### src/rtl/dmem_pkg.sv
// Shared types and constants for the variable-latency data-memory responder.
package dmem_pkg;

    typedef enum logic [1:0] {
        IDLE,
        WAIT,
        RESP
    } state_t;

    localparam int MAX_LATENCY = 7;
    localparam int CNT_W       = 3;

    // Counter preload: the accept cycle already counts as one stall cycle.
    function automatic logic [CNT_W-1:0] lat_preload(input int lat);
        return CNT_W'(lat - 1);
    endfunction

endpackage

### src/rtl/dmem_array.sv
// Word storage: synchronous write, asynchronous read by word index.
module dmem_array #(
    parameter int DEPTH_LOG2 = 6
) (
    input  logic                  clk,
    input  logic                  i_we,
    input  logic [DEPTH_LOG2-1:0] i_waddr,
    input  logic [31:0]           i_wdata,
    input  logic [DEPTH_LOG2-1:0] i_raddr,
    output logic [31:0]           o_rdata
);

    logic [31:0] r_mem [2**DEPTH_LOG2];

    always_ff @(posedge clk) begin
        if (i_we) begin
            r_mem[i_waddr] <= i_wdata;
        end
    end

    assign o_rdata = r_mem[i_raddr];

endmodule

### src/rtl/dmem_responder.sv
// Data-memory responder: single-cycle stores, loads that stall the core
// for a fixed programmable latency before returning registered data.
module dmem_responder
    import dmem_pkg::*;
#(
    parameter int DEPTH_LOG2 = 6,
    parameter int LATENCY    = 2
) (
    input  logic        clk,
    input  logic        reset,
    input  logic        memread,
    input  logic        memwrite,
    input  logic [31:0] adr,
    input  logic [31:0] writedata,
    output logic [31:0] readdata,
    output logic        stall,
    output logic        misaligned
);

    localparam int AW  = DEPTH_LOG2;
    localparam int LAT = (LATENCY > MAX_LATENCY) ? MAX_LATENCY :
                         (LATENCY < 1) ? 1 : LATENCY;

    state_t           r_state;
    logic [CNT_W-1:0] r_cnt;
    logic [AW-1:0]    r_idx;
    logic [31:0]      r_rdata;
    logic             r_mis;

    logic          w_idle;
    logic          w_we;
    logic          w_bad;
    logic [AW-1:0] w_idx;
    logic [AW-1:0] w_raddr;
    logic [31:0]   w_word;
    logic [31:0]   w_fwd;
    logic          w_unused;

    assign w_idle   = (r_state == IDLE);
    assign w_idx    = adr[AW+1:2];
    assign w_we     = w_idle & memwrite & ~reset;
    assign w_bad    = w_idle & (memread | memwrite) & (adr[1:0] != 2'b00);
    assign w_raddr  = w_idle ? w_idx : r_idx;
    // A same-cycle store must be visible to a LATENCY=1 load at the accept edge.
    assign w_fwd    = w_we ? writedata : w_word;
    assign w_unused = ^adr[31:AW+2];

    dmem_array #(
        .DEPTH_LOG2(DEPTH_LOG2)
    ) u_array (
        .clk     (clk),
        .i_we    (w_we),
        .i_waddr (w_idx),
        .i_wdata (writedata),
        .i_raddr (w_raddr),
        .o_rdata (w_word)
    );

    always_ff @(posedge clk) begin
        if (reset) begin
            r_state <= IDLE;
            r_cnt   <= '0;
            r_idx   <= '0;
            r_rdata <= '0;
            r_mis   <= 1'b0;
        end else begin
            if (w_bad) begin
                r_mis <= 1'b1;
            end
            unique case (r_state)
                IDLE: begin
                    if (memread) begin
                        r_idx <= w_idx;
                        if (LAT == 1) begin
                            r_rdata <= w_fwd;
                            r_cnt   <= '0;
                            r_state <= RESP;
                        end else begin
                            r_cnt   <= lat_preload(LAT);
                            r_state <= WAIT;
                        end
                    end
                end
                WAIT: begin
                    if (r_cnt == CNT_W'(1)) begin
                        r_rdata <= w_word;
                        r_cnt   <= '0;
                        r_state <= RESP;
                    end else begin
                        r_cnt <= r_cnt - CNT_W'(1);
                    end
                end
                RESP: begin
                    r_state <= IDLE;
                end
                default: begin
                    r_state <= IDLE;
                end
            endcase
        end
    end

    assign stall      = (w_idle & memread) | (r_state == WAIT);
    assign readdata   = r_rdata;
    assign misaligned = r_mis;

endmodule

### config.mk
export PLATFORM = sky130hd
export DESIGN_NAME = dmem_responder
export DESIGN_NICKNAME = d
export VERILOG_FILES = /design/src/rtl/dmem_pkg.sv /design/src/rtl/dmem_array.sv /design/src/rtl/dmem_responder.sv
export SDC_FILE = /design/constraint.sdc
export NUM_CORES = 2
export LEC_CHECK = 0
export CAP_MARGIN = 20
export CELL_PAD_IN_SITES_DETAIL_PLACEMENT = 1
export CELL_PAD_IN_SITES_GLOBAL_PLACEMENT = 1
export CORE_MARGIN = 2
export CORE_UTILIZATION = 54
export CTS_CLUSTER_SIZE = 16
export DETAILED_ROUTE_END_ITERATION = 10
export PLACE_DENSITY_LB_ADDON = 0.1
export SLEW_MARGIN = 15
export SYNTH_ARGS = -nofsm -noshare
export SYNTH_HDL_FRONTEND = slang
export SYNTH_SLANG_ARGS = --single-unit
export TNS_END_PERCENT = 10
### constraint.sdc
create_clock -name clk -period 4.43 [get_ports clk]
set_input_delay 0.886 -clock clk [delete_from_list [all_inputs] [get_ports clk]]
set_output_delay 0.886 -clock clk [all_outputs]
set_load 0.005 [all_outputs]
Word level (Yosys, flattened, before mapping)
Memory sizes are Yosys's and may differ from the RTL's. A register that Yosys moved wholly into a read port is not among the register bits.
Index checks and enable logic that the tools add are counted.
W data, S select, Z words.
{"block": "totals", "ff_bits": 12, "mem_bits_rw": 2048, "in_bits": 68, "output_inout_bits": 34, "wordCells": 34, "mem_count": 1}
{"block": "classes", "n_addsub": 1, "n_eq_ne": 4, "mux": 9, "bitwise_logic": 8, "reduce_logical": 7}
{"memory": "u_array.r_mem", "depth": 64, "width": 32, "read_ports": 1, "rd_ports_with_merged_regs": 1, "write_ports": 1, "line_no": "dmem_array.sv:13", "rtl": "logic [31:0] r_mem [2**DEPTH_LOG2];"}
{"operator": "$reduce_and A2 Y1", "n": 4}
{"operator": "$mux W3", "n": 2}
{"operator": "$mux W6", "n": 1}
{"operator": "$pmux W3 S2", "n": 1}
{"operator": "$and A1 B1 Y1", "n": 5}
{"operator": "$mux W2", "n": 2}
{"operator": "$ne A2 B2 Y1 const B", "n": 2}
{"operator": "$pmux W2 S2", "n": 1}
{"operator": "$reduce_bool A2 Y1", "n": 2}
{"operator": "$eq A3 B1 Y1 const B", "n": 1}
{"operator": "$sub A3 B1 Y3 const B", "n": 1}
{"operator": "$eq A2 B1 Y1 const B", "n": 1}
{"operator": "$logic_not A2 Y1", "n": 1}
{"operator": "$mux W1", "n": 2}
{"operator": "$or A1 B1 Y1", "n": 2}
{"operator": "$not A1 Y1", "n": 1}

Logic depth before layout (Yosys ltp)
{"block": "logic_depth", "ltp_word": 5, "mapped_depth": 12, "ltp_nobuf": 9}

Cells and area by module
Synthesis repeated with hierarchy kept, for this count alone.
{"block": "hier_totals", "hier_cells": 3424, "area_unflattened_um2": 79498.7}
{"module": "dmem_array", "n_inst": 1, "cells_each": 3292, "area_per_inst_um2": 77874.7, "seq_area_each_um2": 61499.0}
{"module": "dmem_responder", "n_inst": 1, "cells_each": 132, "area_per_inst_um2": 1624.1, "seq_area_each_um2": 880.8}

Worst setup path before layout
OpenSTA, ideal clock, no wires.
{"block": "synth_timing", "path_kind": "input port to flip-flop", "from": "input port adr[2]", "to": "memory u_array.r_mem[30][0], enable pin", "setup_ps": 421, "t_arrival_ps": 3242, "required_time_ps": 4009, "setup_slack_ps": 767, "stages": 4, "path_buffers": 1, "cell_sequence": "buf_4 -> nor4b_1 -> nand3_1 -> nor2_1"}
{"element": "from (decl)", "line_no": "dmem_responder.sv:13", "rtl": "input logic [31:0] adr,"}
{"element": "to (decl)", "line_no": "dmem_array.sv:13"}
Straight into the memory's write port.

Worst setup path in the final report
{"block": "layout_timing", "from": "register r_state[1]", "to": "register r_rdata[1], in the netlist readdata[1] (read register of u_array.r_mem)"}
{"block": "layout_via", "elab_chain_len": 2, "elab_cells_between_ends": 4, "cone_classes": "eq/ne: 1; mux: 1; reduce/logical: 2"}
{"element": "from (decl)", "line_no": "dmem_responder.sv:24", "rtl": "state_t r_state;"}
{"element": "from (signal assigned)", "line_no": "dmem_responder.sv:61", "rtl": "r_state <= IDLE;"}
{"element": "from (signal assigned)", "line_no": "dmem_responder.sv:77", "rtl": "r_state <= RESP;"}
{"element": "from (signal assigned)", "line_no": "dmem_responder.sv:80", "rtl": "r_state <= WAIT;"}
{"element": "$eq A2 B1 Y1 / $logic_not A2 Y1 (equally long branches)", "line_no": "dmem_responder.sv:70, dmem_responder.sv:39"}
{"element": "$reduce_and A2 Y1 (no source line) / $mux W6 (equally long branches)"}
{"element": "to (decl)", "line_no": "dmem_responder.sv:27", "rtl": "logic [31:0] r_rdata;"}
Several ways; a longest one is shown, not always the timed one.
A chain may end at the register's enable or synchronous reset.

==> insert_results.sql <==
INSERT INTO impl_metrics (metric_group, metric, value, unit) VALUES
('logic_synthesis', 'seq_area_frac_synth', '76.90', '%'),
('grt', 'first_global_vias', '51710', ''),
('sta', 'final-max-slew-violation-count', '0', ''),
('logic_synthesis', 'synth_top_family_by_area', 'simple AND/OR/NAND/NOR gates', ''),
('sta', 'maxSlewHeadroom', '22.87', '%'),
('logic_synthesis', 'netlist-cell-type-count', '79', ''),
('run', 'max_cap_viol_count', '0', ''),
('logic_synthesis', 'syn-num-nets', '5142', ''),
('route', 'detail_route.first_pass.iterations', '6', ''),
('route', 'drc', '0', ''),
('setup_path', 'timing.critical_path.slowest_cell_delay', '0.76', 'ns'),
('setup_path', 'critical-path-top-delay-family', 'simple AND/OR/NAND/NOR gates', ''),
('setup_path', 'worst_setup_path_end_kind', 'flop', ''),
('floorplan', 'core_area', '0.1494', 'mm^2'),
('sta', 'grt_setup_unrepaired', 'no', ''),
('layout', 'num-nets-final', '5510', ''),
('floorplan', 'die_area', '0.1533', 'mm^2'),
('layout', 'layout-drive-gt1-share', '16.97', '%'),
('route', 'ant_nets', '0', ''),
('clock_tree', 'clk-insertion-delay-late', '0.86', 'ns'),
('floorplan', 'fp.dieW', '391.6', 'um'),
('logic_synthesis', 'post_synth_fa_ha_maj_area_fraction', '0.03085', '%'),
('logic_synthesis', 'yosys-mux-area-fraction', '6.159', '%'),
('sta', 'hold_viol', '0', ''),
('clock_tree', 'tritoncts', 'yes', ''),
('clock_tree', 'cts_sinks', '2092', ''),
('clock_tree', 'clk_pin_slew_worst_paths', '0.06', 'ns'),
('logic_synthesis', 'synth-seq-cells', '2092', ''),
('clock_tree', 'setup_bufs_post_cts', '0', ''),
('hold_path', 'hold_class', 'in -> reg', ''),
('grt', 'grt_pass1_wl', '369800', 'um'),
('route', 'wl_per_cell', '34.00', 'um'),
('sta', 'fmax', '247.0', 'MHz'),
('floorplan', 'io-pin-count', '102', ''),
('setup_path', 'timing.critical_path.arrival', '4.78', 'ns'),
('layout', 'final_area', '0.09425', 'mm^2'),
('logic_synthesis', 'ys_dominant_reg_cell', 'sky130_fd_sc_hd__edfxtp_1', ''),
('logic_synthesis', 'syn_avg_cell_area', '15.99', 'um^2'),
('logic_synthesis', 'synth.yosys.warnings', '0', ''),
('setup_path', 'worst_ep_required_time', '5.16', 'ns'),
('setup_path', 'timing.critical_path.buf_inv', '4', ''),
('clock_tree', 'post_cts_resize_count', '0', ''),
('clock_tree', 'htree_num_levels', '4', ''),
('logic_synthesis', 'synth_compound_area_share', '5.044', '%'),
('hold_path', 'startpoint_of_the_worst_hold_path', 'writedata[9]', ''),
('placement', 'io_buf_count', '77', ''),
('setup_path', 'worstReg2RegStart', 'r_state[1]', ''),
('clock_tree', 'holdBufCountCts', '0', ''),
('route', 'wirelength', '259600', 'um'),
('placement', 'postPlaceCellArea', '0.08760', 'mm^2'),
('clock_tree', 'clk_root_buffer_cell', 'sky130_fd_sc_hd__clkbuf_16', ''),
('run_status', 'run_status', 'finished, final reports clean', ''),
('sta', 'fin_worst_skew', '0.02964', 'ns'),
('setup_path', 'cpMaxStageDelayCell', 'sky130_fd_sc_hd__dfxtp_1', ''),
('floorplan', 'core.rowCount', '142', ''),
('power_and_ir_drop', 'power_leakage', '31.74', 'nW'),
('clock_tree', 'cts-root-to-sink-buffers', '3', ''),
('logic_synthesis', 'post_synth_xor_area_fraction', '0', '%'),
('setup_path', 'worst_path_max_fanout', '36', ''),
('floorplan', 'effective_utilization_at_floorplan', '54.29', '%'),
('route', 'vias_per_cell', '6.535', ''),
('grt', 'gr-usage-all-layers', '34.14', '%'),
('logic_synthesis', 'synth_simple_gate_area_share', '9.702', '%'),
('power_and_ir_drop', 'power_per_cell_area', '459.0', 'mW/mm^2'),
('setup_path', 'crit_path_launch', 'r_state[1]', ''),
('setup_path', 'worstSetupPathType', 'reg -> reg', ''),
('setup_path', 'critical_path_cell_by_cell', 'buf_4 > nor3b_4 > nor2_4 > buf_12 > buf_12 > mux2i_1 > a32oi_1 > a31oi_1 > nor4b_1 > buf_4 > a211o_1', ''),
('grt', 'grt_overflow_total', '0', ''),
('route', 'initialDrtViolationCount', '6079', ''),
('layout', 'syn2layout_area_growth', '16.18', '%'),
('clock_tree', 'cts_inserted_buffers', '207', '');
where the power goes:
group	internal [mW]	switching, mW
registers	21.8	0.0766
clock network	9.64	7.68
logic	1.40	2.68
registers in the layout, summed over array words and instances (netlist names):
signal,cells
r_state,2
r_cnt,3
r_idx,6
misaligned,1
readdata,32
u_array.r_mem,2048
worst reg2reg max path: stages, from the launching register on:
cell,delay [ns]
sky130_fd_sc_hd__dfxtp_1,0.76
sky130_fd_sc_hd__buf_4,0.26
sky130_fd_sc_hd__nor3b_4,0.07
sky130_fd_sc_hd__nor2_4,0.75
sky130_fd_sc_hd__buf_12,0.34
sky130_fd_sc_hd__buf_12,0.22
sky130_fd_sc_hd__mux2i_1,0.23
sky130_fd_sc_hd__a32oi_1,0.07
sky130_fd_sc_hd__a31oi_1,0.64
sky130_fd_sc_hd__nor4b_1,0.17
sky130_fd_sc_hd__buf_4,0.19
sky130_fd_sc_hd__a211o_1,0.25
cell usage in the layout, fill, tap and decap left out, drive strengths merged, types with 10 or more instances in the layout:
cell type | netlist | routed
a311o | 18 | 18
o22ai | 12 | 12
mux2i | 237 | 237
edfxtp | 2048 | 2048
a221o | 24 | 24
or3 | 11 | 11
buf | 227 | 434
nand2 | 1145 | 1145
nor2b | 30 | 30
a32oi | 136 | 136
nor2 | 81 | 81
clkinv | 0 | 99
nor3 | 12 | 12
a22oi | 32 | 32
inv | 5 | 14
nor4b | 26 | 26
a31oi | 79 | 79
a311oi | 44 | 44
and3 | 51 | 51
clkbuf | 93 | 251
bufinv | 0 | 16
a21o | 26 | 26
dfxtp | 44 | 44
nand3 | 365 | 365
a222oi | 27 | 27
a211o | 28 | 28
nand4 | 34 | 34
mux4 | 114 | 114
clkdlybuf4s50 | 0 | 45
a21oi | 10 | 10
o21ai | 14 | 14
o211ai | 26 | 26
path summary, 6_finish.rpt:
kind	endpoint	slack (ns)	depth (start not counted)
worst max-delay path	readdata[1]	0.38	11
worst min-delay path	u_array.r_mem[31][9]	0.38	1
worst max register to register	readdata[1]	0.38	11
worst min register to register	r_idx[5]	0.49	2
Yosys cell counts (all sizes together) (44+ instances only):
library cell / instances / area [um^2]
buf: 227 / 1388
and3: 51 / 319.1
nor2: 81 / 340.3
dfxtp: 44 / 880.8
a32oi: 136 / 1191
mux4: 114 / 2567
mux2i: 237 / 2376
edfxtp: 2048 / 61500
clkbuf: 93 / 352.8
a311oi: 44 / 385.4
a31oi: 79 / 500.5
nand3: 365 / 1827
nand2: 1145 / 4310
layout make-up:
cell class                      count  area, um^2
Clock inverter                    133        1231
Timing Repair Buffer              479        5051
Multi-Input combinational cell   2655       17640
Sequential cell                  2092       62380
Fill cell                       13140       55170
Antenna cell                        4       10.01
Tap cell                         2016        2522
Clock buffer                      251        5396
Inverter                            5       18.77
logic make-up (layout without fill, tap and decap cells):
kind of cell	after synthesis	in the layout
flops	2092	2092
simple gates	1794	1794
compound gates	504	504
mux	355	355
buf+inv	325	868
fa+ha+maj	2	2
other cells	0	4
routing by layer:
metal	track usage, %	part of all wire (%)	up-vias	routed length, um
met3	5.584	8.7	541	22610
met5	0	0.016	-	41
met2	53.44	47	2596	121300
li1	-	-	20420	-
met4	15.22	4.9	6	12680
met1	47.61	40	26340	103000
metrics by stage:
step                      utilization (%)  setup WS (ns)  instances  total power [mW]  hold WS (ns)
after floorplan                         -         0.7666       5072             24.35        0.4368
after global placement              58.60        -0.3177       7245             26.16        0.4481
after detailed placement            58.62       -0.03746       7247             26.29        0.4717
after CTS                           63.06         0.4531       7631             43.34        0.3353
after global routing                63.07         0.3052       7631             44.27        0.3699
final                               63.08         0.3810       7635             43.26        0.3806
(Power assumes the default switching activity.)
